<file path="config.mk">
export PLATFORM = sky130hd
export DESIGN_NAME = prog_loader_flat
export DESIGN_NICKNAME = d
export VERILOG_FILES = /design/src/rtl/prog_loader_pkg.sv /design/src/rtl/prog_loader_if.sv /design/src/rtl/prog_loader_word_packer.sv /design/src/rtl/prog_loader.sv /design/src/flat_wrapper.sv
export SDC_FILE = /design/constraint.sdc
export NUM_CORES = 1
export LEC_CHECK = 0
export BUFFER_PORTS_ARGS = -buffer_cell sky130_fd_sc_hd__buf_2
export CELL_PAD_IN_SITES_DETAIL_PLACEMENT = 0
export CELL_PAD_IN_SITES_GLOBAL_PLACEMENT = 1
export CORE_UTILIZATION = 45
export CTS_CLUSTER_DIAMETER = 30
export DETAILED_ROUTE_END_ITERATION = 10
export PLACE_DENSITY = 0.77
export SETUP_SLACK_MARGIN = 0.3
export SLEW_MARGIN = 20
export SYNTH_ARGS = -nofsm -noshare
export SYNTH_HDL_FRONTEND = slang
export SYNTH_SLANG_ARGS = --single-unit
</file>
<file path="constraint.sdc">
create_clock -name clk_PL -period 3.7 [get_ports clk_PL]
set_input_delay 0.185 -clock clk_PL [delete_from_list [all_inputs] [get_ports clk_PL]]
set_output_delay 0.185 -clock clk_PL [all_outputs]
set_load 0.1 [all_outputs]
</file>
<file path="src/rtl/prog_loader_pkg.sv">
// Shared definitions for the program loader: stream framing lengths and FSM encoding.
package prog_loader_pkg;

    localparam int unsigned BYTE_W   = 8;
    localparam int unsigned WORD_W   = 32;
    localparam int unsigned HDR_LEN  = 2;
    localparam int unsigned CSUM_LEN = 1;
    localparam int unsigned HDR_W    = HDR_LEN * BYTE_W;
    localparam int unsigned CSUM_W   = CSUM_LEN * BYTE_W;

    typedef enum logic [2:0] {
        HDR_LO  = 3'd0,
        HDR_HI  = 3'd1,
        PAYLOAD = 3'd2,
        CHECK   = 3'd3,
        RUN     = 3'd4,
        ERROR   = 3'd5
    } pl_state_e;

    // The loader takes bytes in every state except the two terminal ones.
    function automatic logic takes_bytes(input pl_state_e s);
        return (s != RUN) && (s != ERROR);
    endfunction

endpackage

</file>
<file path="src/rtl/prog_loader_if.sv">
// Byte-stream input and instruction-memory write port of the program loader.
interface prog_loader_if
    import prog_loader_pkg::*;
#(
    parameter int unsigned ADDR_W = 8
) ();

    logic [BYTE_W-1:0] byte_in;
    logic              byte_valid;
    logic              byte_ready;
    logic              imem_we;
    logic [ADDR_W-1:0] imem_addr;
    logic [WORD_W-1:0] imem_wdata;

    modport master (
        output byte_in, byte_valid,
        input  byte_ready, imem_we, imem_addr, imem_wdata
    );

    modport slave (
        input  byte_in, byte_valid,
        output byte_ready, imem_we, imem_addr, imem_wdata
    );

endinterface

</file>
<file path="src/rtl/prog_loader_word_packer.sv">
// Assembles four accepted bytes little-endian into a word and pulses word_ready once it is complete.
module word_packer
    import prog_loader_pkg::*;
(
    input  logic              clk,
    input  logic              rst_n,
    input  logic              clr,
    input  logic              feed,
    input  logic [BYTE_W-1:0] byte_in,
    output logic              last_c,
    output logic              word_ready,
    output logic [WORD_W-1:0] word
);

    logic [1:0] byte_cnt;

    assign last_c = (byte_cnt == 2'd3);

    // Bytes enter at the top and shift down, so the first byte ends in [7:0].
    always_ff @(posedge clk or negedge rst_n) begin
        if (!rst_n) begin
            byte_cnt   <= 2'd0;
            word       <= '0;
            word_ready <= 1'b0;
        end else begin
            word_ready <= 1'b0;
            if (clr) begin
                byte_cnt <= 2'd0;
            end else if (feed) begin
                word       <= {byte_in, word[WORD_W-1:BYTE_W]};
                byte_cnt   <= byte_cnt + 2'd1;
                word_ready <= last_c;
            end
        end
    end

endmodule

</file>
<file path="src/rtl/prog_loader.sv">
// Boot loader: parses a length-prefixed, XOR-checksummed byte stream into instruction memory,
// then releases the core from reset.
module prog_loader
    import prog_loader_pkg::*;
#(
    parameter int unsigned DEPTH_WORDS = 256
) (
    input  logic         clk_PL,
    input  logic         reset_PL,
    input  logic         reload,
    prog_loader_if.slave bus,
    output logic         cpu_reset_n,
    output logic         done,
    output logic         error
);

    localparam int unsigned ADDR_W = $clog2(DEPTH_WORDS);

    pl_state_e         state;
    pl_state_e         state_nxt_c;
    logic [BYTE_W-1:0] n_lo;
    logic [HDR_W-1:0]  n_words;
    logic [HDR_W-1:0]  word_cnt;
    logic [HDR_W-1:0]  hdr_n_c;
    logic [CSUM_W-1:0] csum;
    logic              byte_ready;
    logic              accept_c;
    logic              feed_c;
    logic              clr_c;
    logic              last_c;
    logic              word_ready;
    logic [WORD_W-1:0] word;

    assign accept_c = bus.byte_valid && byte_ready;
    assign feed_c   = accept_c && (state == PAYLOAD);
    assign clr_c    = reload && ((state == RUN) || (state == ERROR));
    assign hdr_n_c  = {bus.byte_in, n_lo};

    word_packer u_packer (
        .clk        (clk_PL),
        .rst_n      (reset_PL),
        .clr        (clr_c),
        .feed       (feed_c),
        .byte_in    (bus.byte_in),
        .last_c     (last_c),
        .word_ready (word_ready),
        .word       (word)
    );

    assign bus.byte_ready = byte_ready;
    assign bus.imem_we    = word_ready;
    assign bus.imem_addr  = ADDR_W'(word_cnt);
    assign bus.imem_wdata = word;

    // The last word's write lands in the first CHECK cycle, so the checksum byte may follow at once.
    always_comb begin
        state_nxt_c = state;
        case (state)
            HDR_LO:  if (accept_c) state_nxt_c = HDR_HI;
            HDR_HI:  if (accept_c) begin
                         state_nxt_c = ((hdr_n_c == '0) || (hdr_n_c > HDR_W'(DEPTH_WORDS)))
                                       ? ERROR : PAYLOAD;
                     end
            PAYLOAD: if (feed_c && last_c && (word_cnt == n_words - HDR_W'(1))) state_nxt_c = CHECK;
            CHECK:   if (accept_c) state_nxt_c = (bus.byte_in == csum) ? RUN : ERROR;
            RUN,
            ERROR:   if (reload) state_nxt_c = HDR_LO;
            default: state_nxt_c = HDR_LO;
        endcase
    end

    always_ff @(posedge clk_PL or negedge reset_PL) begin
        if (!reset_PL) begin
            state       <= HDR_LO;
            byte_ready  <= 1'b0;
            cpu_reset_n <= 1'b0;
            done        <= 1'b0;
            error       <= 1'b0;
            n_lo        <= '0;
            n_words     <= '0;
            word_cnt    <= '0;
            csum        <= '0;
        end else begin
            state       <= state_nxt_c;
            byte_ready  <= takes_bytes(state_nxt_c);
            cpu_reset_n <= (state_nxt_c == RUN);
            done        <= (state_nxt_c == RUN);
            error       <= (state_nxt_c == ERROR);

            if ((state == HDR_LO) && accept_c) n_lo <= bus.byte_in;
            if ((state == HDR_HI) && accept_c) begin
                n_words  <= hdr_n_c;
                word_cnt <= '0;
                csum     <= '0;
            end
            if (feed_c)     csum     <= csum ^ bus.byte_in;
            if (word_ready) word_cnt <= word_cnt + HDR_W'(1);
            if (clr_c) begin
                word_cnt <= '0;
                csum     <= '0;
            end
        end
    end

endmodule

</file>
<file path="src/flat_wrapper.sv">
// flat-port wrapper written by rule: the top's interface ports become plain ports
module prog_loader_flat import prog_loader_pkg::*;
#(
    parameter int unsigned DEPTH_WORDS = 256
)
  (clk_PL, reset_PL, reload, cpu_reset_n, done, error, bus_byte_in, bus_byte_valid, bus_byte_ready, bus_imem_we, bus_imem_addr, bus_imem_wdata);
  prog_loader_if #(.ADDR_W(8)) bus_i ();
  input  logic clk_PL;
  input  logic reset_PL;
  input  logic reload;
  output logic cpu_reset_n;
  output logic done;
  output logic error;
  input wire logic [$bits(bus_i.byte_in)-1:0] bus_byte_in;
  input wire logic [$bits(bus_i.byte_valid)-1:0] bus_byte_valid;
  output wire logic [$bits(bus_i.byte_ready)-1:0] bus_byte_ready;
  output wire logic [$bits(bus_i.imem_we)-1:0] bus_imem_we;
  output wire logic [$bits(bus_i.imem_addr)-1:0] bus_imem_addr;
  output wire logic [$bits(bus_i.imem_wdata)-1:0] bus_imem_wdata;
  assign bus_i.byte_in = bus_byte_in;
  assign bus_i.byte_valid = bus_byte_valid;
  assign bus_byte_ready = bus_i.byte_ready;
  assign bus_imem_we = bus_i.imem_we;
  assign bus_imem_addr = bus_i.imem_addr;
  assign bus_imem_wdata = bus_i.imem_wdata;
  prog_loader #(.DEPTH_WORDS(DEPTH_WORDS)) u_core (.clk_PL(clk_PL), .reset_PL(reset_PL), .reload(reload), .bus(bus_i), .cpu_reset_n(cpu_reset_n), .done(done), .error(error));
endmodule
</file>
# After elaboration in Yosys (flattened, before gate mapping)
# Cells that the tools add are included.
classes:
  n_reduce_logical: 17
  n_lt_le_gt_ge: 1
  shift: 0
  n_mux: 18
  multipliers: 0
  eq_ne: 12
  addsub: 3
  div: 0
  bitwise_logic: 2
ops:
  columns: ["operator", "count"]
  rows:
  - ["$mux 16", 3]
  - ["$mux 8", 3]
  - ["$mux 3", 6]
  - ["$add 16x1->16 const B", 1]
  - ["$eq 16x16->1", 1]
  - ["$gt 16x9->1 const B", 1]
  - ["$logic_not 16->1", 1]
  - ["$sub 16x1->16 const B", 1]
  - ["$pmux 3 s5", 1]
  - ["$eq 3x3->1 const B", 4]
  - ["$eq 8x8->1", 1]
  - ["$logic_and 1x1->1", 8]
  - ["$xor 8x8->8", 1]
  - ["$eq 3x2->1 const B", 2]
  - ["$ne 3x3->1 const B", 2]
  - ["$reduce_bool 3->1", 2]
  - ["$mux 2", 2]
  - ["$eq 3x1->1 const B", 1]
  - ["$logic_not 3->1", 1]
  - ["$mux 1", 3]
  - ["$add 2x1->2 const B", 1]
  - ["$eq 2x2->1 const B", 1]
  - ["$logic_or 1x1->1", 2]
  - ["$reduce_and 2->1", 1]
  - ["other kinds (3)", 3]
totals:
  word_cells: 64
  ff_bits: 89
  ramBits: 0
  inputBits: 12
  latch_bits: 0
  memories: 0
  mem_bits_ro: 0

# Longest topological paths before layout
depth:
  word_depth: 8
  depth_mapped: 8

# By module
# From an unflattened synthesis, not the netlist that was laid out.
unflattened:
  hier_cells: 419
  hier_area_um2: 4658.2
by_module_without_submodules:
  columns: ["module", "instances", "area_per_inst_um2", "cells_each"]
  rows:
  - ["prog_loader", 1, 3183.1, 341]
  - ["word_packer", 1, 1475.2, 78]

# Least setup slack after synthesis
# Ideal clock, no wire load.
synth_path:
  path_type: "register -> register"
  start: "register u_core.byte_ready (netlist: u_core.bus.byte_ready)"
  end: "register u_core.n_words[10]"
  arrival_time_ns: 2.116
  path_stages_with_launch: 5
  setup_slack_ns: 1.459
  path_cell_list: "dfrtp_1 -> nand3_1 -> nor2_4 -> buf_4 -> mux2_2"
synth_via:
  elab_chain_cells: 2
synth_rtl:
  columns: ["item", "line", "rtl"]
  rows:
  - ["start: declaration", "prog_loader.sv:26", "logic byte_ready;"]
  - ["start signal: assignment", "prog_loader.sv:85", "byte_ready <= takes_bytes(state_nxt_c);"]
  - ["$logic_and 1x1->1", "prog_loader.sv:34", "assign accept_c = bus.byte_valid && byte_ready;"]
  - ["$logic_and 1x1->1", "prog_loader.sv:91", "if ((state == HDR_HI) && accept_c) begin"]
  - ["end signal: assignment", "prog_loader.sv:92", "n_words <= hdr_n_c;"]
  - ["end: declaration", "prog_loader.sv:22", "logic [HDR_W-1:0] n_words;"]
# Every way passes these cells.
# A chain may end at the register's enable or synchronous reset.

# Worst setup path in the final report
layout_path:
  start: "register u_core.n_words[0]"
  end: "register u_core.state[0]"
layout_via:
  elab_chain_cells: 5
layout_rtl:
  columns: ["item", "line", "rtl"]
  rows:
  - ["$sub 16x1->16", "prog_loader.sv:64", "PAYLOAD: if (feed_c && last_c && (word_cnt == n_words - HDR_W'(1))) state_nxt_c = CHECK;"]
  - ["$eq 16x16->1", "prog_loader.sv:64", null]
  - ["$logic_and 1x1->1", "prog_loader.sv:64", null]
  - ["$mux 3", "prog_loader.sv:64", null]
  - ["$pmux 3 s5", "prog_loader.sv:58", "case (state)"]
  - ["named net u_core.state_nxt_c[0]", "prog_loader.sv:20", "pl_state_e state_nxt_c;"]
  - ["end signal: assignment", "prog_loader.sv:84", "state <= state_nxt_c;"]
  - ["end: declaration", "prog_loader.sv:19", "pl_state_e state;"]
# The timed path passes the listed nets, and every way through them passes these cells.

==> run_results.csv <==
group,metric,value,unit
timing,fmax,465,MHz
timing,layout_min_cycle_time,2.15,ns
final_layout,fin_area,5000,sq um
critical_path,arrival,2.42,ns
route,routedWlPerCell,14.8,um
route,drtAntennaViolNets,0,
clock_network,cts_tree,"yes",
power,p_per_area,588,nW/um^2
placed_design,gp_congestion,0.836,
route,drt-total-wl,9470,um
power,vdd_ir_drop_max,0.304,mV
timing,rsz0062_at_grt,"no",
hold_path,holdPathStages,3,
clock_network,post_cts_buffers,0,
synthesis,yosysMostFrequentCell,"nand2_1",
placed_design,dpl_worst_slack,1.58,ns
power,sw_frac_of_total,36.7,%
final_layout,final_core_util,51.4,%
run_status,status,"completed",
synthesis,yosysUniqueCellTypes,56,
synthesis,synth-edff-count,0,
final_layout,nNetsFinal,518,
global_routing,antenna_found_initial,0,
floorplan,die_h,102,um
placed_design,portBuffers,56,
synthesis,synth-seq-cells,89,
clock_network,cts_buffer_depth,2,
route,drc_errors,0,
timing,final_hold_viol_count,0,
critical_path,setup.worst_path.end_class,"flip-flop",
timing,fin_crit_sh,58.1,%
run,maxCapViolCount,0,
clock_network,cts_resized,0,
power,total_power,2.94,mW
floorplan,dieWidth,102,um
critical_path,r2r_cells,8,
power,power_leakage,2.48,nW
power,p_comb_share,31.2,%
global_routing,grt_pass1_vias,2972,
synthesis,ys_seq_area_share,49.7,%
final_layout,drive_gt1_share,22.7,%
route,avgViaCountPerCell,5.12,
synthesis,synthesis.area,4490,sq um
route,num_vias,3276,
clock_network,cts-root-buf,"clkbuf_8",
clock_network,cts_max_level,3,
synthesis,syn_inst,459,
final_layout,fillers,925,
final_layout,regArea,2230,sq um
critical_path,startpoint_type,"flip-flop",
power,internal_power,1.86,mW
power,switching_power,1.08,mW
floorplan,initial_core_util,46.1,%
synthesis,synth_area_leader_cell,"dfrtp_1",
timing,tightest_slew,0.960,ns
power,power_frac_clock,22.9,%
floorplan,num_rows,36,
critical_path,crit_required,3.97,ns
route,drt_iter0_markers,163,
synthesis,synthTopCellsByCount,"nand2_1 (119), dfrtp_1 (89), o21ai_0 (32)",
timing,setup_tns,0,ns
synthesis,netlist.area_leader.share,49.7,%
timing,final_max_slew_viol_count,0,
global_routing,grt.total_usage,19.9,%
clock_network,cts-buffers-inserted,9,
placed_design,dpl_cell_area,4800,sq um
final_layout,antenna_cells,0,
route,dr.pass1.iters,6,
critical_path,path_max_fanout,6,
synthesis,avgSynthCellArea,9.77,sq um
clock_network,clock-sinks,89,
timing,clock_skew,0.00923,ns
floorplan,coreArea,9730,sq um
synthesis,synthTopCellsByArea,"dfrtp_1 (50%), nand2_1 (10%), xnor2_1 (4.3%)",
hold_path,holdCritPathClass,"primary input to flip-flop",
final_layout,multi_input_comb_area,2080,sq um
timing,setup_ws,1.55,ns
synthesis,ys.flop_type,"dfrtp_1",
critical_path,critical_path_class,"flip-flop to flip-flop",
clock_network,clk_pin_slew,0.09,ns
final_layout,area_growth,11.5,%
global_routing,grt_max_degree,67,
floorplan,ios,57,
clock_network,clock_latency,0.36,ns
synthesis,async_reset_ff_share,100,%
power,pwr-share-seq,45.9,%
global_routing,grt_pass1_wl,15800,um
global_routing,grt_overflow_total,0,
synthesis,yosys_warnings,0,
timing,relSlewSlack,35.8,%
placed_design,hpwl,6680,um
synthesis,syn-num-nets,474,
timing,setup_viol,0,
floorplan,dieArea,10400,sq um
-- layout make-up --
class	instances	area share [%]
Timing Repair Buffer	60	6.31
Clock inverter	4	1.03
Inverter	6	0.450
Sequential cell	89	44.5
Clock buffer	11	2.83
Multi-Input combinational cell	337	41.5
Tap cell	133	3.33
-- cells in the final DEF, fill, tap and decap left out, drive strengths merged, types with 3 or more instances in the layout --
cell type / instances
nand3: 14
ha: 3
nor4: 8
o21ai: 46
nand4: 7
o31ai: 5
inv: 7
nor3: 5
xnor2: 22
mux2: 22
and3: 3
nor2: 22
dfrtp: 89
buf: 59
nand3b: 5
a21oi: 9
nor2b: 3
nand2b: 4
nand2: 120
xor2: 16
clkbuf: 11
-- state kept, by name (all words and copies together), names as in the netlist --
name                        cells
u_core.bus.byte_ready           1
u_core.cpu_reset_n              1
u_core.csum                     8
u_core.error                    1
u_core.n_lo                     8
u_core.n_words                 16
u_core.state                    3
u_core.u_packer.byte_cnt        2
u_core.u_packer.word           32
u_core.u_packer.word_ready      1
u_core.word_cnt                16
-- final timing paths --
path	startpoint	end	slack (ns)
max reg2reg	u_core.n_words[0]$_DFFE_PN0P_	u_core.state[0]$_DFF_PN0_	1.55
max in group asynchronous	reset_PL	u_core.csum[7]$_DFFE_PN0P_	2.38
min	bus_byte_in[1]	u_core.u_packer.word[25]$_DFFE_PN0P_	0.12
min in group asynchronous	reset_PL	u_core.word_cnt[5]$_DFFE_PN0P_	0.46
min reg2reg	u_core.u_packer.word[2]$_DFFE_PN0P_	u_core.u_packer.word[2]$_DFFE_PN0P_	0.47
max	u_core.n_words[0]$_DFFE_PN0P_	u_core.state[0]$_DFF_PN0_	1.55
-- stage by stage --
stage / instances / hold slack [ns]
floorplan: 459 / -0.111
global placement: 624 / 0.341
detailed placement: 624 / 0.354
CTS: 640 / 0.113
global route: 640 / 0.109
finish: 640 / 0.120
-- cell families after synthesis --
logic type               count (synthesis)  share of synthesized area [%]
buffers and inverters                   33                           4.13
XOR/XNOR                                38                           7.42
flip-flops                              89                           49.7
multiplexers                            24                           6.64
adder cells (fa/ha/maj)                  3                          0.837
AO/OA/AOI/OAI                           68                           8.70
AND/OR/NAND/NOR                        204                           22.6
-- routing by layer --
metal	vias to the layer above	GRT usage, %	wire length, um
met5	-	0	0
li1	1645	-	-
met3	8	4.31	267
met1	1579	30.5	4900
met2	44	27.7	4210
met4	0	6.70	91
-- worst max-delay path: stages, from the launching register on --
cell      delay [ns]
dfrtp_1         0.44
inv_1           0.11
ha_1            0.26
nor3b_2         0.27
nand4b_1        0.14
xnor2_1         0.17
nor4_2          0.29
nand4_1         0.17
o31ai_2         0.21
-- power groups by stage --
stage	combinational [mW]	sequential [mW]	clock [mW]
after floorplan	0.681	1.39	0
after global placement	0.909	1.36	0
after detailed placement	0.913	1.37	0
after CTS	0.919	1.35	0.692
after global routing	0.995	1.38	0.735
final	0.918	1.35	0.673
-- repair_timing --
item / 4_1_cts / 5_1_grt
hold buffers: 1 / 0
setup endpoints to repair: 0 / 0
endpoints found under the hold margin: 65 / 0
Power figures use the tool's default switching activity.
